<file path="src/rtl/axi_dm_pkg.sv">
// Shared AXI DataMover definitions: MM2S command/status layouts, FSM states
// and a helper that classifies a returned status word.
package axi_dm_pkg;

    localparam int DM_CMD_W = 72;
    localparam int DM_STS_W = 8;

    // MM2S command word, most-significant field first
    typedef struct packed {
        logic [3:0]  rsvd;
        logic [3:0]  tag;
        logic [31:0] saddr;
        logic        drr;
        logic        eof;
        logic [5:0]  dsa;
        logic        cmd_type;
        logic [22:0] btt;
    } dm_cmd_t;

    // MM2S status word returned once per command
    typedef struct packed {
        logic       okay;
        logic       slverr;
        logic       decerr;
        logic       interr;
        logic [3:0] tag;
    } dm_sts_t;

    typedef enum logic [1:0] {
        IDLE,
        CMD,
        RUN
    } mm2s_state_t;

    // A status word is bad when OKAY is missing, any error bit is set,
    // or it answers a command other than the one we issued.
    function automatic logic dmStsBad(input dm_sts_t sts, input logic [3:0] expTag);
        return !sts.okay || sts.slverr || sts.decerr || sts.interr || (sts.tag != expTag);
    endfunction

endpackage

</file>
<file path="src/rtl/mm2s_pattern_check.sv">
// Expected-word generator and comparator for read-back data. The expected
// word starts at SEED and decrements once per accepted beat; only bytes with
// their keep bit set are compared. Counts mismatching beats (saturating).
module mm2s_pattern_check
    import axi_dm_pkg::*;
#(
    parameter int                DATA_W = 32,
    parameter logic [DATA_W-1:0] SEED   = 32'hFFFF_FFFF,
    parameter int                BEAT_W = 21
) (
    input  logic                clk,
    input  logic                reset,
    input  logic                i_clear,
    input  logic                i_beat,
    input  logic [DATA_W-1:0]   i_data,
    input  logic [DATA_W/8-1:0] i_keep,
    output logic                o_mismatch,
    output logic [BEAT_W-1:0]   o_errBeats
);

    localparam int BPB = DATA_W / 8;

    logic [DATA_W-1:0] r_expWord;
    logic [BEAT_W-1:0] r_errBeats;
    logic              w_diff;

    // Byte-wise compare of the incoming beat against the expected word
    always_comb begin
        w_diff = 1'b0;
        for (int b = 0; b < BPB; b++) begin
            if (i_keep[b] && (i_data[8*b +: 8] != r_expWord[8*b +: 8])) begin
                w_diff = 1'b1;
            end
        end
    end

    assign o_mismatch = i_beat && w_diff;
    assign o_errBeats = r_errBeats;

    // Expected word restarts at SEED per transfer and steps down each beat
    always_ff @(posedge clk) begin
        if (reset || i_clear) begin
            r_expWord <= SEED;
        end else if (i_beat) begin
            r_expWord <= r_expWord - DATA_W'(1);
        end
    end

    // Saturating count of beats that failed the compare
    always_ff @(posedge clk) begin
        if (reset || i_clear) begin
            r_errBeats <= '0;
        end else if (o_mismatch && (r_errBeats != '1)) begin
            r_errBeats <= r_errBeats + BEAT_W'(1);
        end
    end

endmodule

</file>
<file path="src/rtl/mm2s_read_check.sv">
// MM2S read-back checker: issues one DataMover MM2S command per start pulse,
// sinks the returned stream, counts beats, checks length and status word.
// Optional data-pattern checking is built when MM2S_READ_CHECK_DATA_CHECK_EN
// is defined; otherwise err_beats reads zero and data content is ignored.
module mm2s_read_check
    import axi_dm_pkg::*;
#(
    parameter int                DATA_W = 32,
    parameter logic [DATA_W-1:0] SEED   = 32'hFFFF_FFFF,
    parameter int                BEAT_W = 21
) (
    input  logic                clk,
    input  logic                reset,
    input  logic                start,
    input  logic [31:0]         base_addr,
    input  logic [22:0]         btt,
    input  logic [3:0]          tag,
    output logic [DM_CMD_W-1:0] cmd_tdata,
    output logic                cmd_tvalid,
    input  logic                cmd_tready,
    input  logic [DATA_W-1:0]   s_tdata,
    input  logic [DATA_W/8-1:0] s_tkeep,
    input  logic                s_tlast,
    input  logic                s_tvalid,
    output logic                s_tready,
    input  logic [DM_STS_W-1:0] sts_tdata,
    input  logic                sts_tvalid,
    output logic                sts_tready,
    output logic                busy,
    output logic                done,
    output logic                err,
    output logic [BEAT_W-1:0]   beat_cnt,
    output logic [BEAT_W-1:0]   err_beats
);

    localparam int BPB    = DATA_W / 8;
    localparam int BPB_SH = $clog2(BPB);

    mm2s_state_t       r_state;
    mm2s_state_t       w_stateNext;
    logic [3:0]        r_tag;
    logic [31:0]       r_addr;
    logic [22:0]       r_btt;
    logic [23:0]       r_expBeats;
    logic [BEAT_W-1:0] r_beatCnt;
    logic              r_dataDone;
    logic              r_stsDone;
    logic              r_err;
    logic              r_done;

    dm_cmd_t           w_cmd;
    dm_sts_t           w_sts;
    logic              w_startOk;
    logic              w_startZero;
    logic              w_cmdFire;
    logic              w_beat;
    logic              w_lastBeat;
    logic              w_stsFire;
    logic              w_finish;
    logic              w_lenErr;
    logic              w_stsErr;
    logic              w_mismatch;
    logic [23:0]       w_cntPlus;
    logic [BEAT_W-1:0] w_errBeats;

    assign w_startOk   = (r_state == IDLE) && start && (btt != '0);
    assign w_startZero = (r_state == IDLE) && start && (btt == '0);
    assign w_cmdFire   = (r_state == CMD) && cmd_tready;

    assign cmd_tvalid  = (r_state == CMD);
    assign s_tready    = (r_state == RUN) && !r_dataDone;
    assign sts_tready  = (r_state == RUN) && !r_stsDone;

    assign w_beat      = s_tvalid && s_tready;
    assign w_lastBeat  = w_beat && s_tlast;
    assign w_stsFire   = sts_tvalid && sts_tready;
    assign w_finish    = (r_state == RUN) && (r_dataDone || w_lastBeat) && (r_stsDone || w_stsFire);

    assign w_cntPlus   = 24'(r_beatCnt) + 24'd1;
    assign w_lenErr    = w_lastBeat && (w_cntPlus != r_expBeats);
    assign w_sts       = dm_sts_t'(sts_tdata);
    assign w_stsErr    = w_stsFire && dmStsBad(w_sts, r_tag);

    assign w_cmd.rsvd     = 4'h0;
    assign w_cmd.tag      = r_tag;
    assign w_cmd.saddr    = r_addr;
    assign w_cmd.drr      = 1'b0;
    assign w_cmd.eof      = 1'b1;
    assign w_cmd.dsa      = 6'h00;
    assign w_cmd.cmd_type = 1'b1;
    assign w_cmd.btt      = r_btt;
    assign cmd_tdata      = w_cmd;

    assign busy      = (r_state != IDLE);
    assign done      = r_done;
    assign err       = r_err;
    assign beat_cnt  = r_beatCnt;
    assign err_beats = w_errBeats;

`ifdef MM2S_READ_CHECK_DATA_CHECK_EN
    mm2s_pattern_check #(
        .DATA_W (DATA_W),
        .SEED   (SEED),
        .BEAT_W (BEAT_W)
    ) u_patternCheck (
        .clk        (clk),
        .reset      (reset),
        .i_clear    (w_startOk || w_startZero),
        .i_beat     (w_beat),
        .i_data     (s_tdata),
        .i_keep     (s_tkeep),
        .o_mismatch (w_mismatch),
        .o_errBeats (w_errBeats)
    );
`else
    logic w_unusedData;
    assign w_unusedData = ^{s_tdata, s_tkeep};
    assign w_mismatch   = 1'b0;
    assign w_errBeats   = '0;
`endif

    // State register
    always_ff @(posedge clk) begin
        if (reset) begin
            r_state <= IDLE;
        end else begin
            r_state <= w_stateNext;
        end
    end

    // Next state: launch, wait for command acceptance, run until data and status are both in
    always_comb begin
        w_stateNext = r_state;
        unique case (r_state)
            IDLE:    if (w_startOk) w_stateNext = CMD;
            CMD:     if (w_cmdFire) w_stateNext = RUN;
            RUN:     if (w_finish)  w_stateNext = IDLE;
            default: w_stateNext = IDLE;
        endcase
    end

    // Transfer bookkeeping: latch command, count beats, collect errors, pulse done
    always_ff @(posedge clk) begin
        if (reset) begin
            r_tag      <= '0;
            r_addr     <= '0;
            r_btt      <= '0;
            r_expBeats <= '0;
            r_beatCnt  <= '0;
            r_dataDone <= 1'b0;
            r_stsDone  <= 1'b0;
            r_err      <= 1'b0;
            r_done     <= 1'b0;
        end else begin
            r_done <= 1'b0;
            if (w_startOk) begin
                r_tag      <= tag;
                r_addr     <= base_addr;
                r_btt      <= btt;
                r_expBeats <= (24'(btt) + 24'(BPB - 1)) >> BPB_SH;
                r_beatCnt  <= '0;
                r_dataDone <= 1'b0;
                r_stsDone  <= 1'b0;
                r_err      <= 1'b0;
            end else if (w_startZero) begin
                r_beatCnt <= '0;
                r_err     <= 1'b1;
                r_done    <= 1'b1;
            end else if (r_state == RUN) begin
                if (w_beat && (r_beatCnt != '1)) begin
                    r_beatCnt <= r_beatCnt + BEAT_W'(1);
                end
                if (w_lastBeat) begin
                    r_dataDone <= 1'b1;
                end
                if (w_stsFire) begin
                    r_stsDone <= 1'b1;
                end
                if (w_lenErr || w_stsErr || w_mismatch) begin
                    r_err <= 1'b1;
                end
                if (w_finish) begin
                    r_done <= 1'b1;
                end
            end
        end
    end

endmodule

</file>
<file path="config.mk">
export PLATFORM = sky130hd
export DESIGN_NAME = mm2s_read_check
export DESIGN_NICKNAME = d
export VERILOG_FILES = /design/src/rtl/axi_dm_pkg.sv /design/src/rtl/mm2s_pattern_check.sv /design/src/rtl/mm2s_read_check.sv
export SDC_FILE = /design/constraint.sdc
export NUM_CORES = 1
export LEC_CHECK = 0
export BUFFER_PORTS_ARGS = -buffer_cell sky130_fd_sc_hd__buf_2
export CELL_PAD_IN_SITES_DETAIL_PLACEMENT = 0
export CELL_PAD_IN_SITES_GLOBAL_PLACEMENT = 2
export CORE_UTILIZATION = 26
export DETAILED_ROUTE_END_ITERATION = 10
export PLACE_DENSITY = 0.86
export SYNTH_ARGS = -nofsm -noshare
export SYNTH_HDL_FRONTEND = slang
export SYNTH_SLANG_ARGS = --single-unit
</file>
<file path="constraint.sdc">
create_clock -name clk -period 3.9 [get_ports clk]
set_clock_uncertainty 0.2 [all_clocks]
set_input_delay 0.39 -clock clk [delete_from_list [all_inputs] [get_ports clk]]
set_output_delay 0.39 -clock clk [all_outputs]
set_load 0.02 [all_outputs]
</file>
==> reports/metrics.yaml <==
status: "finished, final reports clean"
postSynthCellCount: 681
overflow: 0
critPathSlowestCell: "dfxtp_1"
hold_buffers: 0
cpMostUsedCell: "nor4_1"
final_hold_viol_count: 0
slew_violations: 0
core_um2: 19720
r2r-start: "beat_cnt[0]"
hold_slack_ns: 0.05927
most-common-layout-cells: "nand2_1, buf_2, dfxtp_1"
routed_wl_um: 15340
p_leak_nw: 2.724
yosys_warnings: 0
drt_iter0_markers: 217
synth_top_cell_by_area: "dfxtp_1"
area_growth_pct: 22.95
crit_buf_inv: 1
synth_edf_count: 0
ant_nets: 0
grt_pass1_vias: 4546
cts_max_path_buffers: 2
worstSetupStartpointType: "flop"
cellPowerDensity_nw_per_um2: 401.8
path_clk_slew_ns: 0.08
n_antenna_cell: 0
dieHeight_um: 144.9
yosys.area_share.simple: 0.2582
critical-path-top-delay-family: "simple AND/OR/NAND/NOR gates"
tightest_slew_ns: 0.9856
ys_ff_latch: 108
synth_fa_ha_area_frac: 0.004713
slew_headroom: 0.3393
grt_max_degree: 90
slowest_delay_ns: 0.51
drv_cap: 0
fin_nets: 926
antenna_found_initial: 0
post_cts_buffers: 0
netlist_area_um2: 5310
htree_levels: 3
clock_latency_ns: 0.35
synth_compound_area_frac: 0.1287
hp-class: "primary input to flop"
io_pins: 230
ys_seq_area_frac: 0.4072
hold_start: "base_addr[11]"
post-route-drc-count: 0
fin_crit_ns: 3.019
firstDrtPassIters: 4
arrival_ns: 3.04
path_max_fanout: 8
tritoncts: "yes"
peakVddDrop_v: 0.0002155
grt_setup_unrepaired: "false"
synth_xor_area_frac: 0.1122
synth_top_flop_cell: "dfxtp_1"
cts-resized-gates: 0
initial_core_util: 0.2693
worst-setup-path-type: "flop to flop"
synth_top_family_by_area: "simple AND/OR/NAND/NOR gates"
grt_pass1_wl_um: 24740
layout_commonest_cell: "nand2_1"
dp_hpwl_um: 11290
vias_per_cell: 4.438
drive_gt1_frac: 0.2344
worstPathCellList: "ha_1 -> nand3_1 -> nor4_1 -> buf_4 -> nand2_1 -> xnor2_1 -> or4_1 -> nor4_1 -> a21oi_1"
ys_types: 50
synthMuxAreaShare: 0.005891
max_freq_ghz: 0.3313
required_ns: 3.92
wire_per_inst_um: 14.15
critPathCaptureType: "flop"
syn_area_per_cell_um2: 7.797
synth_area_leaders: "dfxtp_1, nand2_1, a21oi_1"
cts-buffers-inserted: 9
numPortBuffers: 159
die-area_um2: 21000
vias: 4811
root_buffer: "clkbuf_16"
synth_top_area_share: 0.4072
post-route-period-util: 0.7740
cp-startpoint: "beat_cnt[0]"
async_flop_share: 0
gp_congestion: 0.7987
num_rows: 51
die_w_um: 144.9
gr-usage-all-layers: 0.1473
setup_tns_ns: 0
finalSetupViolations: 0
clkSinkCount: 108
-- state kept, by name (all words and copies together), names as in the netlist --
name / count
r_tag: 4
r_state: 2
r_dataDone: 1
beat_cnt: 21
done: 1
r_stsDone: 1
r_expBeats: 22
r_addr: 32
r_btt: 23
err: 1
-- per-layer routing --
layer,routed length [um],global-route usage
met2,6621,0.2236
met3,1112,0.05597
met5,0,0
met1,7476,0.1950
met4,130,0.03564
-- power breakdown --
group | total (W) | internal (W) | switching, W
sequential | 0.00121 | 0.00117 | 0.0000462
clock | 0.000986 | 0.000541 | 0.000445
combinational | 0.000425 | 0.000147 | 0.000278
-- cells by family after synthesis --
logic type                 count (synthesis)
xor gates and xnor gates                  68
buffers and inverters                     79
DFF                                      108
other                                      2
AOI/OAI and AO/OA                        117
muxes                                      3
and+or+nand+nor                          302
adders and majority gates                  2
-- stage by stage --
stage | area (um^2) | util | cells | setup WS, ns | total power, W
after floorplan | 5430 | - | 713 | 0.9531 | 0.001533
after global placement | 6212 | 0.3151 | 1068 | 0.5956 | 0.001667
after detailed placement | 6212 | 0.3151 | 1068 | 0.5560 | 0.001671
after CTS | 6529 | 0.3311 | 1084 | 0.8437 | 0.002669
after global routing | 6529 | 0.3311 | 1084 | 0.6442 | 0.002759
final | 6529 | 0.3311 | 1084 | 0.8815 | 0.002624
-- path summary, 6_finish.rpt --
| check | end | slack (ns) | cells after the start |
|---|---|---|---|
| min reg2reg | r_addr[30] | 0.25 | 2 |
| max | err | 0.88 | 9 |
| min | r_addr[11] | 0.06 | 3 |
| max reg2reg | err | 0.88 | 9 |
-- final cells by class --
cell class	instances	area (um^2)
flip-flops and latches	108	2162
clock inverters	5	63.81
well taps	265	331.6
clock buffers	11	252.7
multi-input cells	526	2850
fillers	2183	13190
repair buffers	165	853.3
inverters	4	15.01
-- Yosys cell counts, drive strengths merged, types with 4 or more instances --
cell    count
nor2b       5
xnor2      30
and2        4
inv         4
nor4       14
nand3      21
nand2     162
a31oi       6
xor2       38
dfxtp     108
buf        37
a211oi     20
nor3       11
clkbuf     38
o21ai       8
a21oi      72
nor2       52
nand4      13
-- worst min-delay path: stages --
cell and delay (ns):
buf_2 0.09, nand2_1 0.04, a21oi_1 0.05
Power figures use the tool's default switching activity.
